$ cat src/rtl/nrisc_fetch_unit_pkg.sv
// Shared definitions for the nRISC fetch unit: redirect modes, fetch FSM
// states and the global word/address widths.
package nrisc_fetch_unit_pkg;

  localparam int NRISC_TAM = 16;
  localparam int INSTR_W   = 16;

  typedef enum logic [1:0] {
    PC_SEQ = 2'b00,
    PC_ABS = 2'b01,
    PC_REL = 2'b10,
    PC_INT = 2'b11
  } pc_ctrl_e;

  typedef enum logic {
    ST_IDLE = 1'b0,
    ST_REQ  = 1'b1
  } fetch_state_e;

endpackage

$ cat src/rtl/nrisc_fetch_buffer.sv
// Two-entry FIFO of {instruction word, pc} between instruction memory and the
// decoder. Flush empties it in one cycle; a same-cycle pop is still honoured.
module nrisc_fetch_buffer
  import nrisc_fetch_unit_pkg::*;
#(
  parameter int TAM = NRISC_TAM
) (
  input  logic               clk,
  input  logic               rst,
  input  logic               push_i,
  input  logic [INSTR_W-1:0] push_word_i,
  input  logic [TAM-1:0]     push_pc_i,
  input  logic               pop_i,
  input  logic               flush_i,
  output logic [INSTR_W-1:0] head_word_o,
  output logic [TAM-1:0]     head_pc_o,
  output logic               full_o,
  output logic               empty_o,
  output logic [1:0]         count_o
);

  logic [INSTR_W-1:0] word_q [2];
  logic [TAM-1:0]     pc_q   [2];
  logic               wr_ptr_q;
  logic               rd_ptr_q;
  logic [1:0]         count_q;
  logic               push_ok;
  logic               pop_ok;

  assign full_o  = (count_q == 2'd2);
  assign empty_o = (count_q == 2'd0);
  assign count_o = count_q;

  // A push into a full buffer is legal only when the head leaves in the same cycle.
  assign push_ok = push_i && !flush_i && (!full_o || pop_i);
  assign pop_ok  = pop_i && !empty_o;

  assign head_word_o = word_q[rd_ptr_q];
  assign head_pc_o   = pc_q[rd_ptr_q];

  always_ff @(posedge clk) begin
    if (rst) begin
      wr_ptr_q  <= 1'b0;
      rd_ptr_q  <= 1'b0;
      count_q   <= 2'd0;
      word_q[0] <= '0;
      word_q[1] <= '0;
      pc_q[0]   <= '0;
      pc_q[1]   <= '0;
    end else if (flush_i) begin
      wr_ptr_q <= 1'b0;
      rd_ptr_q <= 1'b0;
      count_q  <= 2'd0;
    end else begin
      if (push_ok) begin
        word_q[wr_ptr_q] <= push_word_i;
        pc_q[wr_ptr_q]   <= push_pc_i;
        wr_ptr_q         <= ~wr_ptr_q;
      end
      if (pop_ok) begin
        rd_ptr_q <= ~rd_ptr_q;
      end
      count_q <= count_q + {1'b0, push_ok} - {1'b0, pop_ok};
    end
  end

endmodule

$ cat src/rtl/nrisc_fetch_unit.sv
// Instruction fetch unit: owns the PC, fetches 16-bit words from instruction
// memory and hands them, tagged with their PC, to the decoder.
module nrisc_fetch_unit
  import nrisc_fetch_unit_pkg::*;
#(
  parameter int             TAM          = NRISC_TAM,
  parameter logic [TAM-1:0] RESET_VECTOR = '0
) (
  input  logic               clk,
  input  logic               rst,
  output logic [TAM-1:0]     imem_addr,
  output logic               imem_req,
  input  logic               imem_ack,
  input  logic [INSTR_W-1:0] imem_data,
  input  logic               pc_load,
  input  logic [1:0]         pc_ctrl,
  input  logic [TAM-1:0]     pc_target,
  output logic [INSTR_W-1:0] instr_out,
  output logic [TAM-1:0]     instr_pc,
  output logic               instr_valid,
  input  logic               instr_ready,
  output logic [TAM-1:0]     epc
);

  localparam logic [TAM-1:0] PC_ONE = {{(TAM-1){1'b0}}, 1'b1};

  fetch_state_e   state_q, state_d;
  logic [TAM-1:0] addr_q, addr_d;
  logic [TAM-1:0] pend_q, pend_d;
  logic           drop_q, drop_d;
  logic [TAM-1:0] last_pc_q, last_pc_d;
  logic [TAM-1:0] epc_q, epc_d;

  logic           redirect;
  logic           pop;
  logic           ack_fire;
  logic           push;
  logic [TAM-1:0] base_pc;
  logic [TAM-1:0] target;
  logic [1:0]     count_nxt;
  logic           buf_full;
  logic           buf_empty;
  logic [1:0]     buf_count;

  assign redirect = pc_load && (pc_ctrl != PC_SEQ);
  assign pop      = instr_valid && instr_ready;
  assign ack_fire = (state_q == ST_REQ) && imem_ack;
  // Words answering a superseded request, or arriving with a redirect, are discarded.
  assign push     = ack_fire && !drop_q && !redirect;

  // Relative and interrupt redirects are based on the instruction consumed this cycle, if any.
  assign base_pc   = pop ? instr_pc : last_pc_q;
  assign count_nxt = redirect ? 2'd0 : (buf_count + {1'b0, push} - {1'b0, pop});

  always_comb begin
    target = pc_target;
    case (pc_ctrl)
      PC_REL:  target = base_pc + pc_target;
      default: target = pc_target;
    endcase
  end

  always_comb begin
    state_d   = state_q;
    addr_d    = addr_q;
    pend_d    = pend_q;
    drop_d    = drop_q;
    last_pc_d = pop ? instr_pc : last_pc_q;
    epc_d     = (redirect && (pc_ctrl == PC_INT)) ? (base_pc + PC_ONE) : epc_q;
    case (state_q)
      ST_IDLE: begin
        if (redirect) begin
          addr_d = target;
        end
        if (!buf_full || pop || redirect) begin
          state_d = ST_REQ;
        end
      end
      ST_REQ: begin
        if (ack_fire) begin
          if (redirect) begin
            addr_d = target;
          end else if (drop_q) begin
            addr_d = pend_q;
          end else begin
            addr_d = addr_q + PC_ONE;
          end
          drop_d  = 1'b0;
          state_d = (count_nxt == 2'd2) ? ST_IDLE : ST_REQ;
        end else if (redirect) begin
          // The outstanding request cannot be withdrawn; remember where to go once it returns.
          drop_d = 1'b1;
          pend_d = target;
        end
      end
      default: state_d = ST_IDLE;
    endcase
  end

  always_ff @(posedge clk) begin
    if (rst) begin
      state_q   <= ST_IDLE;
      addr_q    <= RESET_VECTOR;
      drop_q    <= 1'b0;
      last_pc_q <= RESET_VECTOR;
      epc_q     <= '0;
    end else begin
      state_q   <= state_d;
      addr_q    <= addr_d;
      drop_q    <= drop_d;
      last_pc_q <= last_pc_d;
      epc_q     <= epc_d;
    end
  end

  always_ff @(posedge clk) begin
    pend_q <= pend_d;
  end

  nrisc_fetch_buffer #(
    .TAM(TAM)
  ) u_buffer (
    .clk        (clk),
    .rst        (rst),
    .push_i     (push),
    .push_word_i(imem_data),
    .push_pc_i  (addr_q),
    .pop_i      (pop),
    .flush_i    (redirect),
    .head_word_o(instr_out),
    .head_pc_o  (instr_pc),
    .full_o     (buf_full),
    .empty_o    (buf_empty),
    .count_o    (buf_count)
  );

  assign instr_valid = !buf_empty;
  assign imem_req    = (state_q == ST_REQ);
  assign imem_addr   = addr_q;
  assign epc         = epc_q;

endmodule

$ cat config.mk
export PLATFORM = sky130hd
export DESIGN_NAME = nrisc_fetch_unit
export DESIGN_NICKNAME = d
export VERILOG_FILES = /design/src/rtl/nrisc_fetch_unit_pkg.sv /design/src/rtl/nrisc_fetch_buffer.sv /design/src/rtl/nrisc_fetch_unit.sv
export SDC_FILE = /design/constraint.sdc
export NUM_CORES = 1
export LEC_CHECK = 0
export BUFFER_PORTS_ARGS = -buffer_cell sky130_fd_sc_hd__buf_2
export CORE_MARGIN = 8
export CORE_UTILIZATION = 38
export DETAILED_ROUTE_END_ITERATION = 8
export HOLD_SLACK_MARGIN = 0.1
export SLEW_MARGIN = 20
export SYNTH_ARGS = -nofsm -noshare
export SYNTH_HDL_FRONTEND = slang
export SYNTH_HIERARCHICAL = 1
export SYNTH_SLANG_ARGS = --single-unit
$ cat constraint.sdc
create_clock -name clk -period 8.32 [get_ports clk]
set_clock_uncertainty 0.1 [all_clocks]
set_input_delay 2.08 -clock clk [delete_from_list [all_inputs] [get_ports clk]]
set_output_delay 2.08 -clock clk [all_outputs]
set_load 0.05 [all_outputs]
== After elaboration in Yosys (flattened, before gate mapping) ==
Memories as Yosys holds them, arrays and structs flattened. A register that Yosys moved wholly into a read port is not among the register bits.
Cells that the tools add are included.

* Bitwise logic cells: 4
* Muxes and demuxes: 30
* Eq/ne operators: 6
* Reduce and logical (&&, ||, !) cells: 24
* Add/subtract/negate cells: 7

{| class="wikitable"
|+ Operators by type and width
! operator !! count
|-
| two-way mux 16 bit || 8
|-
| adder 16 x 1 -> 16 bit, second input constant || 2
|-
| one-hot mux 16 bit (2 select lines) || 1
|-
| OR reduction 16 bit || 2
|-
| two-way mux 1 bit || 19
|-
| adder 16 bit || 1
|-
| logical AND 1 bit || 9
|-
| equality test 2 bit, second input constant || 4
|-
| adder 2 x 1 -> 2 bit || 2
|-
| zero test 1 bit || 4
|-
| NOT 1 bit || 4
|-
| AND reduction 2 bit || 2
|-
| nonzero test 2 bit || 2
|-
| subtractor 2 x 1 -> 2 bit || 2
|-
| AND reduction 3 bit || 1
|-
| zero test 2 bit || 1
|-
| logical OR 1 bit || 2
|-
| two-way mux 2 bit || 1
|-
| inequality test 2 x 1 -> 1 bit, second input constant || 1
|-
| inequality test 2 bit, second input constant || 1
|-
| one-hot mux 1 bit (2 select lines) || 1
|-
| OR reduction 2 bit || 1
|}

* Memories kept: 2
* Bits in writable memories: 64
* Register bits: 70
* Logic and storage cells: 82
* Output and inout port bits: 66
* Bits of input ports: 39

{| class="wikitable"
|+ Memories
! memory !! depth !! bits a word !! rd ports !! clocked after Yosys merged registers in !! write ports !! line !! RTL
|-
| u_buffer.pc_q || 2 || 16 || 1 || 1 || 2 || nrisc_fetch_buffer.sv:23 || <nowiki>logic [TAM-1:0] pc_q [2];</nowiki>
|-
| u_buffer.word_q || 2 || 16 || 1 || 1 || 2 || nrisc_fetch_buffer.sv:22 || <nowiki>logic [INSTR_W-1:0] word_q [2];</nowiki>
|}

== Longest topological paths before layout ==
* Depth after elaboration: 12
* Gate-level depth with buffers: 15

== Cells and area by module ==
Netlist, hierarchy kept.

{| class="wikitable"
|+ By module, submodules not included
! module !! seq. area each (um2) !! instances !! area an instance (um2) !! cells an instance
|-
| nrisc_fetch_unit || 1481.4 || 1 || 4376.7 || 542
|-
| nrisc_fetch_buffer || 2021.9 || 1 || 3130.5 || 236
|}

== Worst setup path before layout ==
OpenSTA, ideal clock, no wires.

* Path kind: input to register
* Start: in instr_ready
* End: reg addr_q[12] (netlist: imem_addr[12])
* Data arrival time: 4898 ps
* Required time: 8134 ps
* Cell stages on the path: 12
* Slack: 3237 ps
* Path buffers: 1
* Cells stage by stage: nand2b_2 -> inv_2 -> buf_2 -> mux2i_1 -> inv_1 -> ha_1 -> a31o_1 -> and3_4 -> or4_4 -> mux2i_1 -> or3_1 -> a211oi_1

* Word-level cells in the longest chain between the ends: 7
* Elaborated cells between the ends (all ways): 8
* Those cells by class: 1 x add/sub; 6 x mux; 1 x reduce/logical

{| class="wikitable"
|+ Ends and longest elaborated chain
! element !! line !! RTL
|-
| from (decl) || nrisc_fetch_unit.sv:21 || <nowiki>input logic instr_ready,</nowiki>
|-
| logical AND 1 bit (*) || nrisc_fetch_unit.sv:46 || <nowiki>assign pop = instr_valid && instr_ready;</nowiki>
|-
| named net pop || nrisc_fetch_unit.sv:35 || <nowiki>logic pop;</nowiki>
|-
| two-way mux 16 bit (*) || -- ||
|-
| named net base_pc[6] || nrisc_fetch_unit.sv:38 || <nowiki>logic [TAM-1:0] base_pc;</nowiki>
|-
| adder 16 bit (*) || nrisc_fetch_unit.sv:58 || <nowiki>PC_REL: target = base_pc + pc_target;</nowiki>
|-
| two-way mux 16 bit (*) || nrisc_fetch_unit.sv:57 || <nowiki>case (pc_ctrl)</nowiki>
|-
| two-way mux 16 bit || nrisc_fetch_unit.sv:81 || <nowiki>if (redirect) begin</nowiki>
|-
| two-way mux 16 bit || nrisc_fetch_unit.sv:80 || <nowiki>if (ack_fire) begin</nowiki>
|-
| one-hot mux 16 bit (2 select lines) (*) || nrisc_fetch_unit.sv:70 || <nowiki>case (state_q)</nowiki>
|-
| to (signal assigned) || nrisc_fetch_unit.sv:109 || <nowiki>addr_q <= addr_d;</nowiki>
|-
| to (decl) || nrisc_fetch_unit.sv:28 || <nowiki>logic [TAM-1:0] addr_q, addr_d;</nowiki>
|}

Mark *: on every way through the listed nets, which the timed path passes. The rest lies on a longest branch. The select of a mux whose other input is x is not followed.
A chain may end at the register's enable or synchronous reset.

== Worst setup path in the final report ==
* Start: in instr_ready
* End: reg pend_q[15], data pin

* Word-level cells in the longest chain between the ends: 4

{| class="wikitable"
|+ Ends and longest elaborated chain
! element !! line !! RTL
|-
| logical AND 1 bit || nrisc_fetch_unit.sv:46 ||
|-
| two-way mux 16 bit || -- ||
|-
| named net base_pc[3] || nrisc_fetch_unit.sv:38 ||
|-
| adder 16 bit || nrisc_fetch_unit.sv:58 ||
|-
| two-way mux 16 bit || nrisc_fetch_unit.sv:57 ||
|-
| named net target[15] || nrisc_fetch_unit.sv:39 || <nowiki>logic [TAM-1:0] target;</nowiki>
|-
| to (signal assigned) || nrisc_fetch_unit.sv:117 || <nowiki>pend_q <= pend_d;</nowiki>
|-
| to (decl) || nrisc_fetch_unit.sv:29 || <nowiki>logic [TAM-1:0] pend_q, pend_d;</nowiki>
|}

The timed path passes the listed nets, and every way through them passes these cells.

==> results.md <==
* Status: complete, no violations
* RSZ-0062 raised after global routing: no
* First-pass GRT wire length at 31600 um
* WL met3 at 1210 um
* Iter 0 DRT Violations at 433
* IO Pins at 105
* Worst vdd ir at 0.160 mV
* IO Port Bufs at 104
* Pleak at 3.60 nW
* R2R setup slack at 3880 ps
* FP Rows at 51
* GRT Util Overall at 16.9%
* Hold Buf Count CTS at 0
* Drt wl/cell at 17.9 um
* Clock power frac at 42.6%
* Fillers at 1900
* Sequential power share at 44.4%
* Sw frac at 28.6%
* Register area share after synthesis at 46.7%
* Final setup viols at 0
* Vias in the first global route at 5590
* Sw power at 0.486 mW
* Share of layout cells above drive strength 1 at 21.7%
* Launching point of the worst reg2reg path: u_buffer/count_o[1]$_SDFF_PP0_
* Syn-to-layout area delta at 16.8%
* TritonCTS clock tree: built
* Max Cap Viol at 0
* Detailed-route wire length at 20500 um
* Startpoint Class: input port
* Register area at 3500 um2
* Multi-input gate area at 3670 um2
* Crit path time final at 5460 ps
* Die area at 24500 um2
* Synth Area per Inst at 9.65 um2
* Count leader, synth: nor2_1
* Initial Utilization at 38.7%
* Final hold violation count at 0
* Largest net degree at the start of global routing at 95
* Fin worst setup slack at 2860 ps
* Vias/cell at 5.20
* Drc violations at 0
* Met1 Wirelength at 9900 um
* Fin crit share at 65.6%
* Area of the mapped netlist at 7510 um2
* Clock sinks at 135
* Worst-margin pin slew at 997 ps
* Critical Path Source: instr_ready
* GR Overflow Total at 0
* DPL Wire Length at 14500 um
* WS Path Type: input port to flip-flop
* Gp weighted congestion at 0.902
* Relative slew slack at 33.5%
* Worst-path maximum fanout at 21
* #FFs+latches synth at 135
* CP endpoint kind: flip-flop
* Syn Nets at 841
* Via count of the routed design at 5951
* Max Fclk at 183 MHz
* Combinational share of power at 12.9%
* Ys Warns at 6
* Hold Crit Depth at 2
* Post-synth top area share at 32.0%
* Fin Setup TNS at 0 ps
* CTS max path bufs at 2
* Post-CTS setup buffers at 0
* Req. time, crit path at 8400 ps
* Diode count at 0
* Power per cell area at 194 nW/um2
* Int Pwr at 1.21 mW
* TritonCTS Buffers at 17
* Die width at 157 um
* Worst R2R Path Depth at 13
* Final Power at 1.70 mW
* Number of flops mapped to enable cells by yosys at 80
* Hold WC Path Type: flip-flop to flip-flop
* Async SR Flop Fraction at 0%
* Cell count after synthesis at 778
* Pre-CTS setup slack at 2450 ps
* Nets at 929
* Hold path start: epc[12]$_SDFFE_PP0P_
* Synth top area cells: edfxtp_1 32%, dfxtp_1 15%, nor2_1 5.6%
* PostCTS Resize Cnt at 0
* CTS HTree Levels at 4
* Clock Latency Late Sink at 440 ps
* Synth unique cells at 67
* Final slew viol count at 0
* Area leader, netlist: edfxtp_1
* Synth Flop Type: edfxtp_1
* Core area at 19400 um2
* DIE HEIGHT at 157 um
* Min Hold Slack at 349 ps
* Met2 WL at 9120 um
* Clock root cell: clkbuf_16
* Drt first pass iters at 7
* DRT antenna net count at 0
* Commonest cells in the netlist: 111 x nor2_1, 80 x edfxtp_1, 78 x nand2_1
* Antenna violations before repair at 0
* CTS clk-pin slew, worst paths at 60 ps
* Critical Path AT at 5540 ps
* Top Layer Used: met4
-- worst max-delay path, stage by stage --
cell	delay, ps
buf_2	100
nand2b_2	220
inv_2	450
mux2i_1	490
inv_1	110
ha_1	360
a21oi_1	170
o22ai_1	140
o311ai_2	440
a31oi_1	240
a311oi_1	390
mux2i_1	270
xnor2_1	80
-- cell usage in the layout (no fill, tap or decap), drive strengths merged, types with 6 or more instances in the layout --
cell type / n
and3: 10
nand3: 23
clkinv: 6
clkbuf: 17
nand2b: 40
mux2i: 23
dfxtp: 55
nand2: 79
o211ai: 14
nor2: 112
nand4: 7
a21o: 6
inv: 36
edfxtp: 80
ha: 23
buf: 111
xor2: 14
xnor2: 21
o21ai: 29
nor3: 16
a21oi: 39
a211oi: 11
mux2: 33
-- path summary, 6_finish.rpt --
| check | end |
|---|---|
| max | pend_q[15]$_DFFE_PP_ |
| min | epc[12]$_SDFFE_PP0P_ |
| max reg2reg | pend_q[15]$_DFFE_PP_ |
| min reg2reg | epc[12]$_SDFFE_PP0P_ |
-- cells by family after synthesis --
kind of cell             share of synthesized area, %
AND/OR/NAND/NOR                                  21.2
flip-flops                                       46.7
AO/OA/AOI/OAI                                    11.4
buffers and inverters                            4.50
multiplexers                                     8.02
XOR/XNOR                                         4.08
adder cells (fa/ha/maj)                          4.10
-- through the flow --
| stage | instance area, um2 | util (%) | instances |
|---|---|---|---|
| finish | 8760 | 45.2 | 1144 |
| global route | 8760 | 45.2 | 1144 |
| CTS | 8760 | 45.2 | 1144 |
| detailed placement | 8190 | 42.2 | 1112 |
| global placement | 8190 | 42.2 | 1112 |
| floorplan | 7510 | - | 778 |
-- registers in the layout, indices dropped and copies added, names as in the netlist, named ones only --
name / flops
epc: 16
pend_q: 16
u_buffer/rd_ptr_q: 1
last_pc_q: 16
drop_q: 1
imem_addr: 16
imem_req: 1
u_buffer/count_o: 2
u_buffer/wr_ptr_q: 1
u_buffer/word_q: 32
u_buffer/pc_q: 32
-- layout make-up --
class	count	area share [%]
clock buffer	17	4.85
tap	265	3.78
inverter	31	1.33
timing repair buffer	111	6.54
clock inverter	15	1.63
multi-input combinational	570	41.9
sequential	135	40.0
-- power by group through the flow --
stage	Combinational, mW	Clock, mW	Sequential, mW
6_report	0.220	0.724	0.754
5_1_grt	0.238	0.764	0.757
4_1_cts	0.221	0.735	0.754
3_5_place_dp	0.220	0	0.768
3_3_place_gp	0.220	0	0.768
2_1_floorplan	0.134	0	0.786
-- metal layers --
layer  vias up  GRT usage (%)
met5         -              0
met4         0           5.03
met3        18           4.22
met2       153           25.8
met1      2840           23.1
li1       2940              -
No activity file was read; power rests on OpenSTA's default activity.
